## src/rtl/n8_pkg.sv

```systemverilog
// Shared types and constants for the N8 controller serial reader.
package n8_pkg;

    typedef enum logic [2:0] {
        IDLE  = 3'd0,
        LATCH = 3'd1,
        LOW   = 3'd2,
        HIGH  = 3'd3,
        DONE  = 3'd4
    } n8_state_t;

    localparam int N8_NUM_BITS  = 8;
    localparam int N8_BIT_A      = 0;
    localparam int N8_BIT_B      = 1;
    localparam int N8_BIT_SELECT = 2;
    localparam int N8_BIT_START  = 3;
    localparam int N8_BIT_UP     = 4;
    localparam int N8_BIT_DOWN   = 5;
    localparam int N8_BIT_LEFT   = 6;
    localparam int N8_BIT_RIGHT  = 7;

    // Field order puts A in bit 0 so the struct lines up with the serial index.
    typedef struct packed {
        logic right;
        logic left;
        logic down;
        logic up;
        logic start;
        logic select_b;
        logic b;
        logic a;
    } n8_buttons_t;

    // Serial data is active-low; a pressed button reads back as 0.
    function automatic n8_buttons_t n8_decode(input logic [N8_NUM_BITS-1:0] raw);
        return n8_buttons_t'(~raw);
    endfunction

endpackage

```

## src/rtl/n8_controller_reader_if.sv

```systemverilog
// Pad-side and decoded-button signals of the N8 controller reader.
interface n8_controller_reader_if;
    logic n8_data;
    logic n8_latch;
    logic n8_pulse;
    logic n8_a;
    logic n8_b;
    logic n8_select;
    logic n8_start;
    logic n8_up;
    logic n8_down;
    logic n8_left;
    logic n8_right;
    logic frame_valid;

    modport master (
        input  n8_data,
        output n8_latch, n8_pulse,
        output n8_a, n8_b, n8_select, n8_start,
        output n8_up, n8_down, n8_left, n8_right,
        output frame_valid
    );

    modport slave (
        output n8_data,
        input  n8_latch, n8_pulse,
        input  n8_a, n8_b, n8_select, n8_start,
        input  n8_up, n8_down, n8_left, n8_right,
        input  frame_valid
    );
endinterface

```

## src/rtl/n8_sync.sv

```systemverilog
// Two-flop synchronizer for a single asynchronous GPIO input.
module n8_sync (
    input  logic clk,
    input  logic reset,
    input  logic d,
    output logic q
);
    logic meta_r;
    logic sync_r;

    // Two back-to-back flops give the first one a full cycle to resolve.
    always_ff @(posedge clk) begin
        if (reset) begin
            meta_r <= 1'b0;
            sync_r <= 1'b0;
        end else begin
            meta_r <= d;
            sync_r <= meta_r;
        end
    end

    assign q = sync_r;
endmodule

```

## src/rtl/n8_controller_reader.sv

```systemverilog
// Polls an N8 controller: drives latch/pulse, shifts in 8 bits, presents
// registered active-high button levels with a one-cycle frame_valid strobe.
module n8_controller_reader
    import n8_pkg::*;
#(
    parameter int CLK_DIV     = 300,
    parameter int POLL_PERIOD = 833_333
) (
    input  logic                   clk,
    input  logic                   reset,
    n8_controller_reader_if.master bus
);
    localparam int POLL_W = $clog2(POLL_PERIOD);
    localparam int PH_W   = $clog2(2 * CLK_DIV);
    localparam int IDX_W  = $clog2(N8_NUM_BITS);

    localparam logic [POLL_W-1:0] POLL_LAST  = POLL_W'(POLL_PERIOD - 1);
    localparam logic [PH_W-1:0]   LATCH_LAST = PH_W'(2 * CLK_DIV - 1);
    localparam logic [PH_W-1:0]   HALF_LAST  = PH_W'(CLK_DIV - 1);
    localparam logic [IDX_W-1:0]  IDX_LAST   = IDX_W'(N8_NUM_BITS - 1);

    logic                   data_sync_s;
    logic                   start_req_s;
    logic [POLL_W-1:0]      poll_cnt_r;
    n8_state_t              state_r, state_nx_s;
    logic [PH_W-1:0]        phase_r, phase_nx_s;
    logic [IDX_W-1:0]       idx_r, idx_nx_s;
    logic [N8_NUM_BITS-1:0] shift_r, shift_nx_s;
    logic                   latch_r;
    logic                   pulse_r;
    logic                   frame_valid_r;
    n8_buttons_t            buttons_r;

    n8_sync u_data_sync (
        .clk   (clk),
        .reset (reset),
        .d     (bus.n8_data),
        .q     (data_sync_s)
    );

    assign start_req_s = (poll_cnt_r == POLL_LAST);

    // Free-running frame-rate counter; a wrap that lands mid-frame is ignored by the FSM.
    always_ff @(posedge clk) begin
        if (reset) begin
            poll_cnt_r <= '0;
        end else if (start_req_s) begin
            poll_cnt_r <= '0;
        end else begin
            poll_cnt_r <= poll_cnt_r + POLL_W'(1);
        end
    end

    // Next-state, phase/index sequencing and bit capture.
    always_comb begin
        state_nx_s = state_r;
        phase_nx_s = phase_r + PH_W'(1);
        idx_nx_s   = idx_r;
        shift_nx_s = shift_r;
        case (state_r)
            IDLE: begin
                phase_nx_s = '0;
                idx_nx_s   = '0;
                if (start_req_s) begin
                    state_nx_s = LATCH;
                end else begin
                    state_nx_s = IDLE;
                end
            end
            LATCH: begin
                idx_nx_s = '0;
                if (phase_r == LATCH_LAST) begin
                    state_nx_s = LOW;
                    phase_nx_s = '0;
                end else begin
                    state_nx_s = LATCH;
                end
            end
            LOW: begin
                // Sampling at the end of the low half leaves 2*CLK_DIV cycles after the shifting edge.
                if (phase_r == HALF_LAST) begin
                    shift_nx_s[idx_r] = data_sync_s;
                    phase_nx_s        = '0;
                    if (idx_r == IDX_LAST) begin
                        state_nx_s = DONE;
                    end else begin
                        state_nx_s = HIGH;
                    end
                end else begin
                    state_nx_s = LOW;
                end
            end
            HIGH: begin
                if (phase_r == HALF_LAST) begin
                    state_nx_s = LOW;
                    phase_nx_s = '0;
                    idx_nx_s   = idx_r + IDX_W'(1);
                end else begin
                    state_nx_s = HIGH;
                end
            end
            DONE: begin
                state_nx_s = IDLE;
                phase_nx_s = '0;
            end
            default: begin
                state_nx_s = IDLE;
                phase_nx_s = '0;
                idx_nx_s   = '0;
            end
        endcase
    end

    // State and datapath registers.
    always_ff @(posedge clk) begin
        if (reset) begin
            state_r <= IDLE;
            phase_r <= '0;
            idx_r   <= '0;
            shift_r <= '0;
        end else begin
            state_r <= state_nx_s;
            phase_r <= phase_nx_s;
            idx_r   <= idx_nx_s;
            shift_r <= shift_nx_s;
        end
    end

    // Outputs are registered from the next state so they align with it and never glitch.
    always_ff @(posedge clk) begin
        if (reset) begin
            latch_r       <= 1'b0;
            pulse_r       <= 1'b0;
            frame_valid_r <= 1'b0;
            buttons_r     <= n8_buttons_t'(8'h00);
        end else begin
            latch_r       <= (state_nx_s == LATCH);
            pulse_r       <= (state_nx_s == HIGH);
            frame_valid_r <= (state_nx_s == DONE);
            if (state_nx_s == DONE) begin
                buttons_r <= n8_decode(shift_nx_s);
            end else begin
                buttons_r <= buttons_r;
            end
        end
    end

    assign bus.n8_latch    = latch_r;
    assign bus.n8_pulse    = pulse_r;
    assign bus.frame_valid = frame_valid_r;
    assign bus.n8_a        = buttons_r.a;
    assign bus.n8_b        = buttons_r.b;
    assign bus.n8_select   = buttons_r.select_b;
    assign bus.n8_start    = buttons_r.start;
    assign bus.n8_up       = buttons_r.up;
    assign bus.n8_down     = buttons_r.down;
    assign bus.n8_left     = buttons_r.left;
    assign bus.n8_right    = buttons_r.right;
endmodule

```

## src/flat_wrapper.sv

```systemverilog
// flat-port wrapper written by rule: the top's interface ports become plain ports
module n8_controller_reader_flat import n8_pkg::*;
#(
    parameter int CLK_DIV     = 300,
    parameter int POLL_PERIOD = 833_333
)
  (clk, reset, bus_n8_data, bus_n8_latch, bus_n8_pulse, bus_n8_a, bus_n8_b, bus_n8_select, bus_n8_start, bus_n8_up, bus_n8_down, bus_n8_left, bus_n8_right, bus_frame_valid);
  n8_controller_reader_if bus_i ();
  input  logic clk;
  input  logic reset;
  input wire logic [$bits(bus_i.n8_data)-1:0] bus_n8_data;
  output wire logic [$bits(bus_i.n8_latch)-1:0] bus_n8_latch;
  output wire logic [$bits(bus_i.n8_pulse)-1:0] bus_n8_pulse;
  output wire logic [$bits(bus_i.n8_a)-1:0] bus_n8_a;
  output wire logic [$bits(bus_i.n8_b)-1:0] bus_n8_b;
  output wire logic [$bits(bus_i.n8_select)-1:0] bus_n8_select;
  output wire logic [$bits(bus_i.n8_start)-1:0] bus_n8_start;
  output wire logic [$bits(bus_i.n8_up)-1:0] bus_n8_up;
  output wire logic [$bits(bus_i.n8_down)-1:0] bus_n8_down;
  output wire logic [$bits(bus_i.n8_left)-1:0] bus_n8_left;
  output wire logic [$bits(bus_i.n8_right)-1:0] bus_n8_right;
  output wire logic [$bits(bus_i.frame_valid)-1:0] bus_frame_valid;
  assign bus_i.n8_data = bus_n8_data;
  assign bus_n8_latch = bus_i.n8_latch;
  assign bus_n8_pulse = bus_i.n8_pulse;
  assign bus_n8_a = bus_i.n8_a;
  assign bus_n8_b = bus_i.n8_b;
  assign bus_n8_select = bus_i.n8_select;
  assign bus_n8_start = bus_i.n8_start;
  assign bus_n8_up = bus_i.n8_up;
  assign bus_n8_down = bus_i.n8_down;
  assign bus_n8_left = bus_i.n8_left;
  assign bus_n8_right = bus_i.n8_right;
  assign bus_frame_valid = bus_i.frame_valid;
  n8_controller_reader #(.CLK_DIV(CLK_DIV), .POLL_PERIOD(POLL_PERIOD)) u_core (.clk(clk), .reset(reset), .bus(bus_i));
endmodule
```

## config.mk

```make
export PLATFORM = sky130hd
export DESIGN_NAME = n8_controller_reader_flat
export DESIGN_NICKNAME = d
export VERILOG_FILES = /design/src/rtl/n8_pkg.sv /design/src/rtl/n8_controller_reader_if.sv /design/src/rtl/n8_sync.sv /design/src/rtl/n8_controller_reader.sv /design/src/flat_wrapper.sv
export SDC_FILE = /design/constraint.sdc
export NUM_CORES = 1
export LEC_CHECK = 0
export BUFFER_PORTS_ARGS = -buffer_cell sky130_fd_sc_hd__buf_2
export CELL_PAD_IN_SITES_DETAIL_PLACEMENT = 1
export CELL_PAD_IN_SITES_GLOBAL_PLACEMENT = 2
export CORE_ASPECT_RATIO = 1.1
export CORE_UTILIZATION = 34
export DETAILED_ROUTE_END_ITERATION = 7
export GPL_TIMING_DRIVEN = 0
export PLACE_DENSITY = 0.76
export SKIP_CTS_REPAIR_TIMING = 1
export SLEW_MARGIN = 20
export SYNTH_ARGS = -nofsm -noshare
export SYNTH_HDL_FRONTEND = slang
export SYNTH_SLANG_ARGS = --single-unit
```

## constraint.sdc

```tcl
create_clock -name clk -period 1.6 [get_ports clk]
set_input_delay 0.24 -clock clk [delete_from_list [all_inputs] [get_ports clk]]
set_output_delay 0.24 -clock clk [all_outputs]
set_load 0.1 [all_outputs]
```

==> results of run 1 <==
==> metrics by stage <==
| step | setup WS (ns) | power (mW) |
|---|---|---|
| after global placement | -0.364 | 1.52 |
| after floorplan | -0.00561 | 1.50 |
| after detailed placement | -0.396 | 1.52 |
| after global routing | -0.169 | 2.79 |
| after CTS | -0.416 | 2.72 |
| final | -0.0970 | 2.69 |
==> flip-flops by register name, indices dropped and copies added (netlist names) <==
register,count
u_core.bus.n8_right,1
u_core.state_r,3
u_core.u_data_sync.q,1
u_core.bus.n8_start,1
u_core.bus.n8_b,1
u_core.bus.frame_valid,1
u_core.bus.n8_pulse,1
u_core.u_data_sync.meta_r,1
u_core.idx_r,3
u_core.bus.n8_latch,1
u_core.bus.n8_up,1
u_core.shift_r,8
u_core.phase_r,10
u_core.bus.n8_down,1
u_core.bus.n8_select,1
u_core.bus.n8_a,1
u_core.bus.n8_left,1
u_core.poll_cnt_r,20
==> cell usage after synthesis, types with 6 or more instances <==
| master | count | area, µm² |
|---|---|---|
| o21ai_0 | 9 | 45.0 |
| nor3_1 | 7 | 35.0 |
| inv_1 | 9 | 33.8 |
| nand3_1 | 13 | 65.1 |
| nor2_1 | 33 | 124 |
| dfxtp_1 | 57 | 1140 |
| xnor2_1 | 13 | 114 |
| nand2_1 | 15 | 56.3 |
| clkbuf_1 | 6 | 22.5 |
| nand4_1 | 14 | 87.6 |
| a32o_1 | 8 | 80.1 |
| xor2_1 | 11 | 96.3 |
| a21oi_1 | 12 | 60.1 |
==> placed cells by master (no fill, tap or decap), drive strengths merged, types with 2 or more instances in the layout <==
cell type	instances
or3	2
and2	2
mux2i	2
o21ai	10
nand4b	4
or4	2
a32o	8
and4	5
nor3b	3
nor4b	2
nor2	33
nand2	15
xor2	11
nand4	16
nor3	7
clkbuf	18
nand3	13
a21oi	13
nor4	5
ha	5
o31ai	2
xnor2	13
a31oi	3
nand2b	5
nor2b	5
dfxtp	57
and3	2
inv	9
buf	33
==> layout make-up <==
class / instances / share of cell area, %
Clock buffer: 15 / 5.06
Sequential cell: 57 / 35.5
Multi-Input combinational cell: 200 / 46.7
Buffer: 8 / 1.83
Tap cell: 85 / 3.24
Inverter: 9 / 1.03
Timing Repair Buffer: 28 / 6.59
==> worst max-delay path by stage <==
| stage | startpoint | end | slack [ns] | depth (start not counted) |
|---|---|---|---|---|
| after CTS | u_core.phase_r[5]$_SDFF_PP0_ | u_core.phase_r[2]$_SDFF_PP0_ | -0.42 | 4 |
| after detailed placement | u_core.phase_r[5]$_SDFF_PP0_ | u_core.phase_r[7]$_SDFF_PP0_ | -0.40 | 4 |
| after floorplan | u_core.poll_cnt_r[6]$_SDFF_PP0_ | u_core.poll_cnt_r[6]$_SDFF_PP0_ | -0.006 | 5 |
| after global routing | u_core.phase_r[0]$_SDFF_PP0_ | u_core.idx_r[2]$_SDFFE_PP0P_ | -0.17 | 6 |
| final | u_core.phase_r[0]$_SDFF_PP0_ | u_core.bus.n8_down$_SDFFE_PP0N_ | -0.1 | 6 |
| after global placement | u_core.phase_r[5]$_SDFF_PP0_ | u_core.phase_r[5]$_SDFF_PP0_ | -0.36 | 4 |
==> metal layers <==
| layer | vias to the layer above | routed length (µm) | track usage, % |
|---|---|---|---|
| met4 | 0 | 116 | 7.34 |
| met2 | 22 | 2970 | 26.2 |
| met1 | 1044 | 3020 | 21.2 |
| met5 | - | 0 | 0 |
| li1 | 1077 | - | - |
| met3 | 10 | 170 | 4.46 |
==> power breakdown <==
group | internal [mW] | switching [mW]
clock network | 0.641 | 0.552
logic | 0.0228 | 0.0385
registers | 1.43 | 0.0114
total | 2.09 | 0.602
==> cell families after synthesis <==
family                     count (synthesis)  share of synthesized area (%)
and+or+nand+nor                          126                           28.8
DFF                                       57                           44.9
AOI/OAI and AO/OA                         42                           11.2
xor gates and xnor gates                  24                           8.28
buffers and inverters                     20                           3.15
adders and majority gates                  5                           2.46
muxes                                      3                           1.23
==> flow_summary.toml, run 1 <==
[run_status]
status = "finished, violations left"
violations = "DRC, setup timing"

[flow_run]
drv_cap = 0

[timing]
worst_pin_slew_ns = 0.582
fin_crit_sh_pct = 106
max_slew_margin_pct = 61.2
fin_tns_setup_ns = -1.50
final.min_clock_period_ns = 1.70
holdWs_ns = 0.188
timing.fmax_mhz = 589
setup_viol = 37
hold_viol = 0
setup_slack_ns = -0.0970
skew_ns = 0.00854
slew_viol_final = 0
rsz0062_at_grt = "yes"

[floorplan]
start_util_pct = 35.6
design.core.area_um2 = 7130
dieHeight_um = 92.7
io_pins = 14
fp.dieW_um = 84.4
rows = 32
dieArea_um2 = 7820

[final_layout]
diodes = 0
seqCellArea_um2 = 1170
fin_util_pct = 46.1
fillCellCount = 797
layout.nets = 321
stdcell_area_um2 = 3290
fin_cells = 402
multiInputGateArea_um2 = 1540
syn2layout_area_growth_pct = 29.4
final_layout_size_suffix_gt1_share_pct = 31.5

[logic_synthesis]
synth_fp_nets = 285
netlist_instances = 277
synth_flop_cell = "dfxtp_1"
yosysSeqAreaShare_pct = 44.9
synth_seq_cells = 57
synthArstFlopShare_pct = 0
syn_avg_cell_area_um2 = 9.17
yosysWarnings = 0
synth_cell_types = 49
syn-cell-area_um2 = 2540
synth_edf_count = 0

[global_route]
grt_max_degree = 11
track_usage_pct = 16.6
grt_pass1_vias = 2107
grt_pass1_wl_um = 10100
overflow = 0
grt_antenna_before_repair = 0

[place]
dp_cells = 374
place.gp.congestion = 0.730
dp_hpwl_um = 4240
io_buffers = 12
placed_area_um2 = 2750

[drt]
drc = 4
vias_per_cell = 5.36
drt_pass1_iterations = 6
drt_wl_total_um = 6280
drtIter0Drc = 62
wl_per_cell_um = 15.6
num_vias = 2153
ant_nets = 0

[power]
leakagePower_nw = 1.17
power_density_nw_per_um2 = 819
peakVddDrop_uv = 341

[clock_network]
clk_latency_ns = 0.34
cts_tree = "done"
clkTransAtPathRegs_ns = 0.06
cts_inserted_buffers = 9
htreeDepth = 3
cts_root_buffer = "clkbuf_8"
cts_buffer_depth = 2
cts_sinks = 57

[critical_path]
crit_type = "reg2reg"
r2r_slack_ns = -0.1
worstPathArrival_ns = 1.93
cp.required_ns = 1.83
critical_path_buf_inv_count = 1
critPathLaunchType = "flip-flop"
cp_top_family = "simple AND/OR/NAND/NOR gates"
regToRegEndpoint = "u_core.bus.n8_down$_SDFFE_PP0N_"
crit_path_max_incr_delay_ns = 0.36
timing.rr.start = "u_core.phase_r[0]$_SDFF_PP0_"
crit_path_end_kind = "flip-flop"
cp_max_fo = 5
crit_chain = "ha_4, and4bb_2, and4_4, buf_6, nand4_1, a32o_1"
rr_worst_depth = 6
crit_slowest_cell = "dfxtp_4"

[hold_path]
hold_path_class = "in2reg"
hold_end = "u_core.u_data_sync.meta_r$_SDFF_PP0_"
hp-start = "bus_n8_data"
hold_depth = 2
(Power assumes the default switching activity.)
==> run 2: changes to the inputs <==
CORE_UTILIZATION = 38   (was 34)
HOLD_SLACK_MARGIN = 0.1   (was not set)
PLACE_DENSITY = 0.8   (was 0.76)
clock period = 1.8 ns   (was 1.6 ns; I/O delays follow)
==> flow_summary.toml, run 2 (synthesis gave the netlist of run 1 again) <==
[final_layout]
fin_util_pct = 48.9
seqCellArea_um2 = 1150
largest_reg_flops = 20
multiInputGateArea_um2 = 1420
final_common_cell = "dfxtp_1"
regMostFlops = "u_core.poll_cnt_r"
syn2layout_area_growth_pct = 21.5
reg.largest.list = "u_core.poll_cnt_r x20, u_core.phase_r x10, u_core.shift_r x8"
fillCellCount = 736
layout_common_cells = "dfxtp_1, nor2_1, nand2_1"
layout.nets = 310
diodes = 0
final_layout_size_suffix_gt1_share_pct = 21.5

[hold_path]
hp-start = "bus_n8_data"
hold_end = "u_core.u_data_sync.meta_r$_SDFF_PP0_"
hold_depth = 2
hold_path_class = "in2reg"

[global_route]
grt_pass1_wl_um = 9670
grt_pass1_vias = 2055
grt_antenna_before_repair = 0
track_usage_pct = 18.3
overflow = 0
grt_max_degree = 11

[critical_path]
cp.required_ns = 2.07
regToRegEndpoint = "u_core.poll_cnt_r[19]$_SDFF_PP0_"
cp_max_fo = 6
crit_type = "reg2reg"
critPathLaunchType = "flip-flop"
rr_worst_depth = 4
timing.rr.start = "u_core.poll_cnt_r[6]$_SDFF_PP0_"
r2r_slack_ns = 0.04
worstPathArrival_ns = 2.03
crit_path_end_kind = "flip-flop"

[drt]
drc = 0
drt_wl_total_um = 5910
num_vias = 2100
vias_per_cell = 5.43
drt_pass1_iterations = 4
drtIter0Drc = 66
ant_nets = 0
wl_per_cell_um = 15.3

[clock_network]
clkTransAtPathRegs_ns = 0.07
cts_root_buffer = "clkbuf_8"
cts_buffer_depth = 2
cts_tree = "done"
cts_inserted_buffers = 9
cts_sinks = 57
htreeDepth = 3
clk_latency_ns = 0.33

[power]
clockPowerShare_pct = 49.2
p_int_mw = 2.06
peakVddDrop_uv = 428
p_comb_share_pct = 1.9
net-switching-power_mw = 0.552
switching_share_pct = 21.2
leakagePower_nw = 1.10
power_density_nw_per_um2 = 845
pwr-share-seq_pct = 49.0

[run_status]
status = "finished clean"

[floorplan]
io_pins = 14
dieHeight_um = 87.7
start_util_pct = 40.3
rows = 30
design.core.area_um2 = 6310
dieArea_um2 = 7020
fp.dieW_um = 80.0

[place]
dp_hpwl_um = 3990
place.gp.congestion = 0.737
place_ws_ns = -0.281
io_buffers = 12

[timing]
fin_crit_sh_pct = 97.9
setup_viol = 0
slew_viol_final = 0
worst_pin_slew_ns = 0.600
hold_viol = 0
max_slew_margin_pct = 60.0
setup_slack_ns = 0.0378
final.min_clock_period_ns = 1.76
timing.fmax_mhz = 567
skew_ns = 0.00892

[flow_run]
drv_cap = 0
==> run 2: changes by cell type in the layout (fill, tap and decap cells not counted), moves of 3 or more <==
cell and change:
dfxtp_1 +11, buf_6 -5, a21oi_1 +4, a21oi_2 -4
o21ai_0 +4, dfxtp_2 -11, buf_4 -8, clkinv_2 +3
o21ai_2 -3
==> run 2: final cells by class <==
cell class / count / share of cell area [%]
Inverter: 9 / 1.09
Sequential cell: 57 / 37.4
Multi-Input combinational cell: 200 / 46.1
Tap cell: 80 / 3.24
Buffer: 9 / 2.07
Clock buffer: 10 / 4.14
Clock inverter: 6 / 2.68
Timing Repair Buffer: 16 / 3.33
==> run 2: worst max-delay path, stage by stage, from the launching register on <==
cell,delay [ns]
dfxtp_2,0.40
nand4_4,0.18
or4_4,0.61
or3_1,0.38
a21oi_2,0.13
==> run 2: power groups by stage <==
stage | logic (mW) | clock network [mW] | registers (mW)
after floorplan | 0.0308 | 0 | 1.30
after global placement | 0.0423 | 0 | 1.31
after detailed placement | 0.0444 | 0 | 1.31
after CTS | 0.0445 | 1.33 | 1.28
after global routing | 0.0562 | 1.39 | 1.28
final | 0.0495 | 1.28 | 1.28
==> run 2: how the worst max path moves through the flow <==
stage	from	to
3_3_place_gp	u_core.phase_r[0]$_SDFF_PP0_	u_core.bus.n8_a$_SDFFE_PP0N_
5_1_grt	u_core.state_r[1]$_SDFF_PP0_	u_core.bus.n8_b$_SDFFE_PP0N_
4_1_cts	u_core.phase_r[0]$_SDFF_PP0_	u_core.bus.n8_left$_SDFFE_PP0N_
3_5_place_dp	u_core.phase_r[0]$_SDFF_PP0_	u_core.bus.n8_left$_SDFFE_PP0N_
2_1_floorplan	u_core.phase_r[0]$_SDFF_PP0_	u_core.bus.n8_a$_SDFFE_PP0N_
6_report	u_core.poll_cnt_r[6]$_SDFF_PP0_	u_core.poll_cnt_r[19]$_SDFF_PP0_
==> run 2: layer usage <==
layer	global-route usage, %	vias to the layer above	wire [µm]	part of all wire [%]
met1	21.4	1022	2710	46
met2	30.8	21	2940	50
met5	0	-	0	0
met4	8.77	0	131	2.2
li1	-	1046	-	-
met3	5.31	11	131	2.2
==> run 2: metrics by stage <==
| step | setup TNS [ns] | hold slack [ns] | instance area, µm² | cells | power [mW] |
|---|---|---|---|---|---|
| floorplan | 0 | 0.398 | 2540 | 277 | 1.34 |
| global placement | -7.28 | 0.435 | 2700 | 369 | 1.35 |
| detailed placement | -7.44 | 0.439 | 2700 | 369 | 1.35 |
| CTS | -8.14 | 0.131 | 2910 | 385 | 2.65 |
| global route | -0.229 | 0.128 | 3090 | 387 | 2.72 |
| finish | 0 | 0.148 | 3090 | 387 | 2.61 |
==> run 3: changes to the inputs <==
CTS_CLUSTER_SIZE = 12   (was not set)
RECOVER_POWER = 100   (was not set)
==> flow_summary.toml, run 3 (synthesis gave the netlist of run 1 again) <==
[timing]
slew_viol_final = 0
max_slew_margin_pct = 60.0
worst_pin_slew_ns = 0.600
setup_viol = 0
holdWs_ns = 0.148
final.min_clock_period_ns = 1.76
skew_ns = 0.00892
fin_crit_sh_pct = 98.0
hold_viol = 0
timing.fmax_mhz = 567
fin_tns_setup_ns = 0

[drt]
wl_per_cell_um = 15.3
drt_pass1_iterations = 4
drc = 0
highest_layer = "met4"
wl_met1_um = 2710
routed-wl-met3_um = 122
drtIter0Drc = 65
num_vias = 2097
wl_met2_um = 2940
vias_per_cell = 5.42
ant_nets = 0
drt_wl_total_um = 5910

[run_status]
status = "finished clean"

[floorplan]
fp.dieW_um = 80.0
dieHeight_um = 87.7
io_pins = 14
dieArea_um2 = 7020
design.core.area_um2 = 6310
rows = 30
start_util_pct = 40.3

[critical_path]
crit_type = "reg2reg"
crit_path_end_kind = "flip-flop"
critPathLaunchType = "flip-flop"
timing.rr.start = "u_core.poll_cnt_r[6]$_SDFF_PP0_"
cp.required_ns = 2.07
rr_worst_depth = 4
worstPathArrival_ns = 2.03
cp_max_fo = 6
r2r_slack_ns = 0.04
regToRegEndpoint = "u_core.poll_cnt_r[19]$_SDFF_PP0_"

[final_layout]
regMostFlops = "u_core.poll_cnt_r"
final_layout_size_suffix_gt1_share_pct = 21.5
diodes = 0
syn2layout_area_growth_pct = 21.5
final_common_cell = "dfxtp_1"
layout_common_cells = "dfxtp_1, nor2_1, nand2_1"
largest_reg_flops = 20
layout.nets = 310
reg.largest.list = "u_core.poll_cnt_r x20, u_core.phase_r x10, u_core.shift_r x8"

[hold_path]
hp-start = "bus_n8_data"
hold_path_class = "in2reg"
hold_end = "u_core.u_data_sync.meta_r$_SDFF_PP0_"
hold_depth = 2

[clock_network]
cts_root_buffer = "clkbuf_8"
cts_tree = "done"
cts_buffer_depth = 2
clk_latency_ns = 0.33
cts_inserted_buffers = 9
clkTransAtPathRegs_ns = 0.07
htreeDepth = 3
cts_sinks = 57

[global_route]
grt_pass1_vias = 2055
grt_max_degree = 11
overflow = 0
grt_pass1_wl_um = 9670
grt_antenna_before_repair = 0
track_usage_pct = 18.3

[power]
leakagePower_nw = 1.09
peakVddDrop_uv = 428
power_density_nw_per_um2 = 845

[place]
place.gp.congestion = 0.737
io_buffers = 12
dp_hpwl_um = 3990

[flow_run]
drv_cap = 0
[run 3: metrics by stage]
stage               worst slack (ns)  utilization, %  area (µm²)  total power [mW]  instances
floorplan                     0.0698               -        2540              1.34        277
CTS                           -0.305            46.2        2910              2.65        385
detailed placement            -0.281            42.8        2700              1.35        369
finish                        0.0357            48.9        3090              2.61        387
global placement              -0.304            42.8        2700              1.35        369
global route                 -0.0409            48.9        3090              2.72        387
[run 3: per-layer routing]
metal  global-route usage, %  vias up
li1                        -     1047
met1                    21.4     1020
met2                    30.8       19
met3                    5.31       11
met4                    8.77        0
met5                       0        -
[run 3: area by class of cell]
type,count,area (µm²)
Sequential cell,57,1150
Buffer,9,63.8
Fill cell,736,3220
Clock inverter,6,82.6
Multi-Input combinational cell,200,1420
Tap cell,80,100
Clock buffer,10,128
Timing Repair Buffer,16,103
Inverter,9,33.8
[run 3: power breakdown]
part	internal (mW)	switching, mW	total [mW]
logic	0.0182	0.0312	0.0494
clock network	0.772	0.509	1.28
registers	1.27	0.0106	1.28
total	2.06	0.551	2.61
[run 3: worst max-delay path: stages (launching register included)]
cell	delay, ns
dfxtp_2	0.40
nand4_4	0.18
or4_4	0.61
or3_1	0.38
a21oi_2	0.13
[run 3: worst max-delay path by stage]
stage	start	end	depth (start not counted)
after detailed placement	u_core.phase_r[0]$_SDFF_PP0_	u_core.bus.n8_left$_SDFFE_PP0N_	6
after CTS	u_core.phase_r[0]$_SDFF_PP0_	u_core.bus.n8_left$_SDFFE_PP0N_	6
after global routing	u_core.state_r[1]$_SDFF_PP0_	u_core.bus.n8_b$_SDFFE_PP0N_	5
final	u_core.poll_cnt_r[6]$_SDFF_PP0_	u_core.poll_cnt_r[19]$_SDFF_PP0_	4
after global placement	u_core.phase_r[0]$_SDFF_PP0_	u_core.bus.n8_a$_SDFFE_PP0N_	6
after floorplan	u_core.phase_r[0]$_SDFF_PP0_	u_core.bus.n8_a$_SDFFE_PP0N_	6
